**src/rtl/xilly_seekable_mem.sv**
```systemverilog
// rtl/xilly_seekable_mem.sv - seekable auto-incrementing memory endpoint for a Xillybus address/data device pair
// Optional macro XILLY_SEEKABLE_MEM_EOF_EN: stop after the last word with EOF instead of wrapping.
module xilly_seekable_mem #(
   parameter int DW = 8,
   parameter int AW = 5
) (
   input  logic          bus_clk,
   input  logic          bus_rst_n,
   input  logic          user_r_mem_rden,
   output logic          user_r_mem_empty,
   output logic [DW-1:0] user_r_mem_data,
   output logic          user_r_mem_eof,
   input  logic          user_r_mem_open,
   input  logic          user_w_mem_wren,
   output logic          user_w_mem_full,
   input  logic [DW-1:0] user_w_mem_data,
   input  logic          user_w_mem_open,
   input  logic [AW-1:0] user_mem_addr,
   input  logic          user_mem_addr_update
);
   localparam int DEPTH = 1 << AW;

   typedef enum logic [1:0] {
      S_CLOSED = 2'd0,
      S_PRIME  = 2'd1,
      S_STREAM = 2'd2
`ifdef XILLY_SEEKABLE_MEM_EOF_EN
      , S_END  = 2'd3
`endif
   } state_t;

   state_t        state, state_nxt;
   logic [DW-1:0] mem [DEPTH];
   logic [DW-1:0] q;
   logic [AW-1:0] rptr, wptr, raddr;
   logic          r_open_q, w_open_q;
   logic          r_rise, w_rise, we, rd_take, last_word;

   assign r_rise    = user_r_mem_open & ~r_open_q;
   assign w_rise    = user_w_mem_open & ~w_open_q;
   assign we        = user_w_mem_wren & user_w_mem_open;
   assign rd_take   = (state == S_STREAM) & user_r_mem_open & user_r_mem_rden;
   assign last_word = (rptr == AW'(DEPTH - 1));
   // Read one word ahead on a take so q already holds the next head word.
   assign raddr     = rptr + {{(AW-1){1'b0}}, rd_take};

   assign user_w_mem_full  = 1'b0;
   assign user_r_mem_empty = ~((state == S_STREAM) & user_r_mem_open);
`ifdef XILLY_SEEKABLE_MEM_EOF_EN
   assign user_r_mem_eof   = (state == S_END) & user_r_mem_open;
`else
   assign user_r_mem_eof   = 1'b0;
`endif

   always_comb begin
      state_nxt = state;
      if (!user_r_mem_open) begin
         state_nxt = S_CLOSED;
      end else begin
         case (state)
            S_CLOSED: if (r_rise) state_nxt = S_PRIME;
            S_PRIME:  if (!user_mem_addr_update) state_nxt = S_STREAM;
            S_STREAM: begin
               if (user_mem_addr_update) state_nxt = S_PRIME;
`ifdef XILLY_SEEKABLE_MEM_EOF_EN
               else if (user_r_mem_rden && last_word) state_nxt = S_END;
`endif
            end
`ifdef XILLY_SEEKABLE_MEM_EOF_EN
            S_END:    if (user_mem_addr_update) state_nxt = S_PRIME;
`endif
            default:  state_nxt = S_CLOSED;
         endcase
      end
   end

   // Open-edge detectors reset high so a stream already open at reset release stays closed.
   always_ff @(posedge bus_clk or negedge bus_rst_n) begin
      if (!bus_rst_n) begin
         state           <= S_CLOSED;
         rptr            <= '0;
         wptr            <= '0;
         r_open_q        <= 1'b1;
         w_open_q        <= 1'b1;
         user_r_mem_data <= '0;
      end else begin
         state    <= state_nxt;
         r_open_q <= user_r_mem_open;
         w_open_q <= user_w_mem_open;
         if (r_rise || user_mem_addr_update) rptr <= user_mem_addr;
         else if (rd_take)                   rptr <= rptr + AW'(1);
         if (w_rise || user_mem_addr_update) wptr <= user_mem_addr;
         else if (we)                        wptr <= wptr + AW'(1);
         if (rd_take) user_r_mem_data <= q;
      end
   end

   always_ff @(posedge bus_clk) begin
      if (we) mem[wptr] <= user_w_mem_data;
      if (we && (wptr == raddr)) q <= user_w_mem_data;
      else                       q <= mem[raddr];
   end
endmodule

```
**config.mk**
```make
export PLATFORM = sky130hd
export DESIGN_NAME = xilly_seekable_mem
export DESIGN_NICKNAME = d
export VERILOG_FILES = /design/src/rtl/xilly_seekable_mem.sv
export SDC_FILE = /design/constraint.sdc
export NUM_CORES = 1
export LEC_CHECK = 0
export BUFFER_PORTS_ARGS = -buffer_cell sky130_fd_sc_hd__buf_2
export CAP_MARGIN = 30
export CORE_MARGIN = 5
export CORE_UTILIZATION = 50
export DETAILED_ROUTE_END_ITERATION = 6
export PLACE_DENSITY = 0.71
export SLEW_MARGIN = 20
export SYNTH_ARGS = -nofsm -noshare
export SYNTH_HDL_FRONTEND = slang
export SYNTH_SLANG_ARGS = --single-unit
```
**constraint.sdc**
```tcl
create_clock -name bus_clk -period 2.5 [get_ports bus_clk]
set_clock_uncertainty 0.05 [all_clocks]
set_input_delay 0.375 -clock bus_clk [delete_from_list [all_inputs] [get_ports bus_clk]]
set_output_delay 0.375 -clock bus_clk [all_outputs]
set_load 0.01 [all_outputs]
```
After elaboration in Yosys (flattened, before gate mapping)

Memories as Yosys holds them, arrays and structs flattened. A register that Yosys moved wholly into a read port is not among the register bits.
Cells that the tools add are included.

Flip-flop bits (word level): 22
Memory bits (writable): 256
Bits of input ports: 20
Output and inout bits: 11
Logic and storage cells: 40
Memories kept: 1

$add $sub $neg: 3
Equality and inequality tests: 5
Muxes and demuxes: 11
Bitwise operators: 8
Reductions and logical operators: 6

Memories:

| name | words | width | rd ports | clocked after memory_dff | write ports | line | text |
|---|---|---|---|---|---|---|---|
| mem  | 32    | 8     | 1        | 1                        | 1           | 33   | `logic [DW-1:0] mem [DEPTH];` |

Operator list:

| cell                                           | number |
|---|---|
| 2-to-1 mux 5 bit                               | 4 |
| adder 5 x 1 -> 5 bit (second input constant)   | 2 |
| != test 3 bit (second input constant)          | 3 |
| 2-to-1 mux 2 bit                               | 4 |
| one-hot mux 2 bit (3 select lines)             | 1 |
| adder 5 x 1 -> 5 bit                           | 1 |
| AND 1 bit                                      | 5 |
| nonzero test 2 bit                             | 2 |
| NOT 1 bit                                      | 3 |
| AND reduction 3 bit                            | 1 |
| == test 2 x 1 -> 1 bit (second input constant) | 1 |
| == test 2 bit (second input constant)          | 1 |
| zero test 2 bit                                | 1 |
| logical OR 1 bit                               | 2 |
| 2-to-1 mux 1 bit                               | 2 |

Longest topological paths before layout

Gate-level depths: netlist of run 1.

Depth in word-level cells: 5
Mapped depth: 7
Depth with buffers taken out: 7

Worst setup path after synthesis of run 1

No wires, ideal clock.

Path kind: register to register
Start point: register wptr[2]
End point: memory mem[19][0] (enable)
Setup time: 370 ps
Arrival: 1,436 ps
Required time: 2,080 ps
Slack: 644 ps
Cell stages (with the launch flop): 4
Buffers on the path: 1
Period minus slack after synthesis: 1,856 ps
Cell sequence: dfrtp_1 clkbuf_1 or3b_2 nor2_1

RTL lines:

| item                   | line | text |
|---|---|---|
| start, declared        | 35   | `logic [AW-1:0] rptr, wptr, raddr;` |
| start signal, assigned | 92   | `if (w_rise \|\| user_mem_addr_update) wptr <= user_mem_addr;` |
| start signal, assigned | 93   | `else if (we) wptr <= wptr + AW'(1);` |
| end, declared          | 33   |  |

Straight into the memory's write port.

Worst setup path in the final report of run 1

Start point: input port user_w_mem_open
End point: memory mem[9][0] (enable)

Longest elaborated chain between the ends: 3

Ends and longest elaborated chain:

| item                                   | line | text |
|---|---|---|
| start, declared                        | 17   | `input logic user_w_mem_open,` |
| AND 1 bit                              | 41   | `assign we = user_w_mem_wren & user_w_mem_open;` |
| 2-to-1 mux 1 bit                       | 99   | `if (we) mem[wptr] <= user_w_mem_data;` |
| 2-to-1 mux 1 bit (implied by the code) | 99   |  |

Every way passes these cells.

==> results of run 1 <==
final timing paths:
check / depth (start not counted) / endpoint / slack, ns
hold reg to reg: 1 / flip-flop / 0.47
max in group asynchronous: 2 / wptr[3] / 1.67
hold / removal: 2 / state[1] / 0.03
min in group asynchronous: 2 / wptr[1] / 0.33
setup reg to reg: 6 / user_r_mem_data[0] / 0.18
setup / recovery: 5 / mem[9][0] / 0.16
power by group:
group	internal [µW]	total [µW]	switching, µW
sequential	5270	5400	134
combinational	426	1050	629
clock	2390	4020	1640
layer usage:
metal	up-vias	global-route usage [%]	wire length, µm
met5	-	0	0
met4	0	4.42	493
met3	42	2.91	1690
met2	250	32.8	12500
met1	3133	25.5	9900
li1	2772	-	-
flip-flops by register name, indices dropped and copies added (netlist names), named ones only:
register and count:
rptr 5, wptr 5, state 2, w_open_q 1, mem 256, user_r_mem_data 8
r_open_q 1
layout make-up:
| type | instances | area (µm²) | share of cell area, % |
|---|---|---|---|
| tap | 285 | 357 | 2.76 |
| timing repair buffer | 74 | 531 | 4.10 |
| clock buffer | 36 | 739 | 5.71 |
| sequential | 283 | 8340 | 64.5 |
| inverter | 5 | 18.8 | 0.145 |
| multi-input combinational | 350 | 2800 | 21.7 |
| clock inverter | 14 | 150 | 1.16 |
per-stage QoR:
stage                     area [µm²]  utilization, %  setup slack [ns]  power, µW  instances
after floorplan                11400               -             0.644       6150        676
after global placement         12000            53.3             0.257       6520        994
final                          12900            57.3             0.158      10500       1047
after detailed placement       12000            53.3             0.163       6550        994
after global routing           12900            57.3            0.0453      10800       1047
after CTS                      12900            57.3             0.176      10500       1047
critical path, stage by stage:
cell and delay (ns):
dlygate4sd3_1 0.52, buf_2 0.12, and2_1 0.28, nand2_1 0.37, nor2_1 0.76
kinds of logic (layout without fill, tap and decap cells):
family,count (synthesis),count (layout)
other cells,1,2
fa+ha+maj,7,7
xor+xnor,11,11
simple gates,90,90
buf+inv,43,129
flops,283,283
compound gates,111,111
mux,129,129
timing repair:
action | in CTS | in global routing
resized for setup | 0 | 0
hold buffers | 3 | 0
hold endpoints to repair | 22 | 0
setup endpoints to repair | 0 | 0
cells in the final DEF (no fill, tap or decap), types with 16 or more instances in the layout:
cell	Yosys	routed
edfxtp_1	256	256
mux2i_1	129	129
nor2_1	47	46
buf_4	11	40
a22oi_1	32	32
a21oi_1	28	28
buf_2	3	28
clkbuf_16	0	27
nand2_1	20	20
dfrtp_1	20	20
a22o_1	16	16
==> out/metrics.yaml, run 1 <==
synthesis:
  yosysTopAreaCell: "edfxtp_1"
  synthMuxAreaShare_pct: 11.3
  ys.flop_type: "edfxtp_1"
  syn_inst: 675
  ys_warn_count: 0
  async_flop_share_pct: 7.77
  synthXorXnorAreaFrac_pct: 0.845
  synth_edf_count: 256
  yosysSeqAreaShare_pct: 73.1
  synth_top_family_by_area: "multiplexers"
  yosysUniqueCellTypes: 41
  synth-simple-area-share_pct: 3.53
  synth_compound_area_share_pct: 7.97
  synthesis.area_mm2: 0.0114
  synth.avg_cell_area_um2: 16.9
  synth-seq-cells: 283
  synth.top_cells.by_count: "256 x edfxtp_1, 129 x mux2i_1, 47 x nor2_1"
  synthAdderAreaFrac_pct: 0.768
  yosysTopAreaCellShare_pct: 67.4
  yosys-top-cells-area: "edfxtp_1 67%, mux2i_1 11%, dfrtp_1 4.4%, a22oi_1 2.1%, nor2_1 1.5%"
  synth.most_common_cell: "edfxtp_1"
drt:
  vias: 6197
  drt-total-wl_mm: 24.5
  routedWlPerCell_um: 23.4
  drt_iter0_markers: 594
  drc: 0
  viasPerCell: 5.92
  ant_nets: 0
  drtPass1Iterations: 5
clocking:
  cts-htree-levels: 1
  worstSkewPairLatency_ns: 0.54
  root_buffer: "clkbuf_16"
  cts_tree: "yes"
  cts_inserted_buffers: 27
  clk_pin_slew_worst_paths_ns: 0.06
  cts_max_path_buffers: 3
  postCtsSetupBuffers: 0
  cts_sinks: 283
sta:
  fin_crit_ns: 2.34
  slew_viol_final: 0
  fin_crit_sh_pct: 93.7
  rsz0062_at_grt: "false"
  setup_tns_ns: 0
  slew-limit-headroom_pct: 44.6
  tightest_slew_ns: 0.829
  hold_viol: 0
  hold_ws_ns: 0.0282
  finalSetupViolCount: 0
  fmax_mhz: 427
critical_path:
  crit_path_start: "user_w_mem_open"
  crit_fanout: 8
  crit_type: "input pin to flip-flop"
  crit_path_end_kind: "flip-flop"
  cp.arrival_ns: 2.43
  worstPathRequired_ns: 2.59
  startpoint_type: "input pin"
grt:
  grt_pass1_wl_mm: 37.6
  grt_usage_pct: 18.9
  grt_pass1_vias: 6274
  grt_max_degree: 38
  antenna_found_initial: 0
  gr-total-overflow: 0
status:
  status: "finished, final reports clean"
die:
  core-area_mm2: 0.0226
  rows: 55
  num_io_pins: 31
  start_util_pct: 50.5
  chipHeight_um: 161
  die_area_mm2: 0.0259
  die_w_um: 161
finish:
  nFillCells: 1709
  syn2layout_area_growth_pct: 13.5
  diodes: 0
  fin_nets: 768
  drive_gt1_share_pct: 18.1
flow_run:
  maxCapViolCount: 0
power:
  ir_drop_mv: 0.531
  p_leak_uw: 0.00477
  power_density_mw_per_mm2: 810
placed_design:
  gp_congestion: 0.841
  hpwl_mm: 16.0
  io_buffers: 28
worst_hold_path:
  min_from: "user_mem_addr_update"
  hold_class: "input pin to flip-flop"
Note: power is estimated with default switching activity, not from simulation.
==> run 2: changes to the inputs <==
--- a/config.mk
+++ b/config.mk
@@ -10,6 +10,7 @@
 export CORE_MARGIN = 5
 export CORE_UTILIZATION = 50
 export DETAILED_ROUTE_END_ITERATION = 6
+export HOLD_SLACK_MARGIN = 0.05
 export PLACE_DENSITY = 0.71
 export SLEW_MARGIN = 20
 export SYNTH_ARGS = -nofsm -noshare
==> out/metrics.yaml, run 2 (synthesis gave the netlist of run 1 again) <==
sta:
  rsz0062_at_grt: "false"
  slew_viol_final: 0  # unchanged
  fmax_mhz: 427  # about the same
  finalSetupViolCount: 0  # unchanged
  tightest_slew_ns: 0.808  # -0.0205 ns
  slew-limit-headroom_pct: 45.9  # +1.4 points
  setup_tns_ns: 0  # unchanged
  fin_crit_sh_pct: 93.6  # about the same
  fin_crit_ns: 2.34  # -0.00220 ns
  hold_viol: 0  # unchanged
power:
  ir_drop_mv: 0.533  # +0.45%
  power_density_mw_per_mm2: 810  # about the same
  total_power_uw: 10500  # about the same
  switching_share_pct: 22.9  # about the same
  switchingPower_uw: 2400  # about the same
  p_leak_uw: 0.00477  # about the same
  p_comb_share_pct: 10.0  # about the same
  p_int_uw: 8080  # about the same
  p_seq_share_pct: 51.5  # about the same
  clock_power_share_pct: 38.4  # about the same
finish:
  syn2layout_area_growth_pct: 13.6  # about the same
  final_common_cell: "edfxtp_1"
  largest_reg_flops: 256  # unchanged
  final_cell_mix: "256 x edfxtp_1, 129 x mux2i_1, 46 x nor2_1"
  top_regs: "mem x256, user_r_mem_data x8"
  drive_gt1_share_pct: 18.1  # -0.024 points
  largest_register: "mem"
  fin_nets: 769  # +0.13%
  diodes: 0  # unchanged
critical_path:
  startpoint_type: "input pin"
  crit_type: "input pin to flip-flop"
  crit_path_end_kind: "flip-flop"
  r2r_cells: 6  # unchanged
  cp.arrival_ns: 2.43  # about the same
  crit_end: "mem[9][0]"
  r2r_end: "user_r_mem_data[0]"
  worstPathRequired_ns: 2.59  # about the same
  reg2reg_slack_ns: 0.18  # about the same
  crit_path_start: "user_w_mem_open"
  crit_fanout: 8  # unchanged
status:
  status: "finished, final reports clean"
die:
  rows: 55  # unchanged
  chipHeight_um: 161  # unchanged
  die_area_mm2: 0.0259  # unchanged
  num_io_pins: 31  # unchanged
  core-area_mm2: 0.0226  # unchanged
  die_w_um: 161  # unchanged
  start_util_pct: 50.5  # unchanged
clocking:
  cts_inserted_buffers: 27  # unchanged
  cts-htree-levels: 1  # unchanged
  root_buffer: "clkbuf_16"
  cts_tree: "yes"
  postCtsResizedCells: 0  # unchanged
  clk_pin_slew_worst_paths_ns: 0.06  # about the same
  postCtsSetupBuffers: 0  # unchanged
  worstSkewPairLatency_ns: 0.54  # about the same
  cts_sinks: 283  # unchanged
  cts_max_path_buffers: 3  # unchanged
drt:
  drt-total-wl_mm: 24.5  # about the same
  routedWlPerCell_um: 23.4  # -0.17%
  viasPerCell: 5.93  # +0.16%
  ant_nets: 0  # unchanged
  drtPass1Iterations: 5  # unchanged
  drc: 0  # unchanged
  drt_iter0_markers: 592  # -0.34%
  vias: 6213  # +0.26%
placed_design:
  gp_congestion: 0.841  # unchanged
  hpwl_mm: 16.0  # unchanged
  io_buffers: 28  # unchanged
flow_run:
  maxCapViolCount: 0  # unchanged
grt:
  antenna_found_initial: 0  # unchanged
  gr-total-overflow: 0  # unchanged
  grt_max_degree: 38  # unchanged
  grt_pass1_wl_mm: 37.6  # +0.11%
  grt_usage_pct: 18.9  # about the same
  grt_pass1_vias: 6279  # +0.080%
worst_hold_path:
  hold_class: "input pin to flip-flop"
==> run 2: cell count changes in the layout (fill, tap and decap cells not counted), sizes merged <==
| cell | delta |
|---|---|
| dlygate4sd3 | +1 |
==> run 2: final cells by class <==
cell class	instances	area [µm²]
flip-flops and latches	283	8340
clock buffers	36	739
multi-input cells	350	2800
well taps	285	357
repair buffers	75	541
clock inverters	14	150
fillers	1706	9620
inverters	5	18.8
==> run 2: worst min-delay path by stage <==
stage | from | endpoint | slack, ns | cells after the start
floorplan | bus_rst_n | rptr[0] | 0.03 | 0
global placement | bus_rst_n | rptr[3] | 0.32 | 1
detailed placement | bus_rst_n | rptr[1] | 0.35 | 1
CTS | user_mem_addr[3] | wptr[3] | 0.06 | 3
global route | user_mem_addr[3] | wptr[3] | 0.07 | 3
finish | user_mem_addr[1] | wptr[1] | 0.07 | 3
==> run 2: power groups by stage <==
stage               clock network [µW]  logic, µW  registers [µW]
floorplan                            0        707            5440
CTS                               4070       1060            5410
detailed placement                   0       1050            5500
global placement                     0       1020            5500
finish                            4030       1050            5400
global route                      4300       1130            5410
==> run 2: layer usage <==
metal | up-vias | share of wire (%) | track usage, %
li1 | 2782 | - | -
met2 | 252 | 51 | 32.8
met3 | 38 | 7.2 | 2.91
met5 | - | 0 | 0
met1 | 3141 | 40 | 25.5
met4 | 0 | 1.8 | 4.42
==> run 2: repair_timing <==
action	4_1_cts	5_1_grt
endpoints found under the setup margin	0	0
endpoints found under the hold margin	23	0
hold buffers	4	0
==> run 2: stage by stage <==
stage	area, µm²	setup WS [ns]	utilization, %	hold slack, ns	cells
final	13000	0.160	57.4	0.0731	1048
after global routing	13000	0.0340	57.4	0.0697	1048
after detailed placement	12000	0.163	53.3	0.346	994
after floorplan	11400	0.644	-	0.0294	676
after CTS	13000	0.176	57.4	0.0637	1048
after global placement	12000	0.257	53.3	0.323	994
==> run 2: worst max-delay path, cell delays in order <==
cell	delay, ns
dlygate4sd3_1	0.52
buf_2	0.12
and2_1	0.28
nand2_1	0.38
nor2_1	0.75
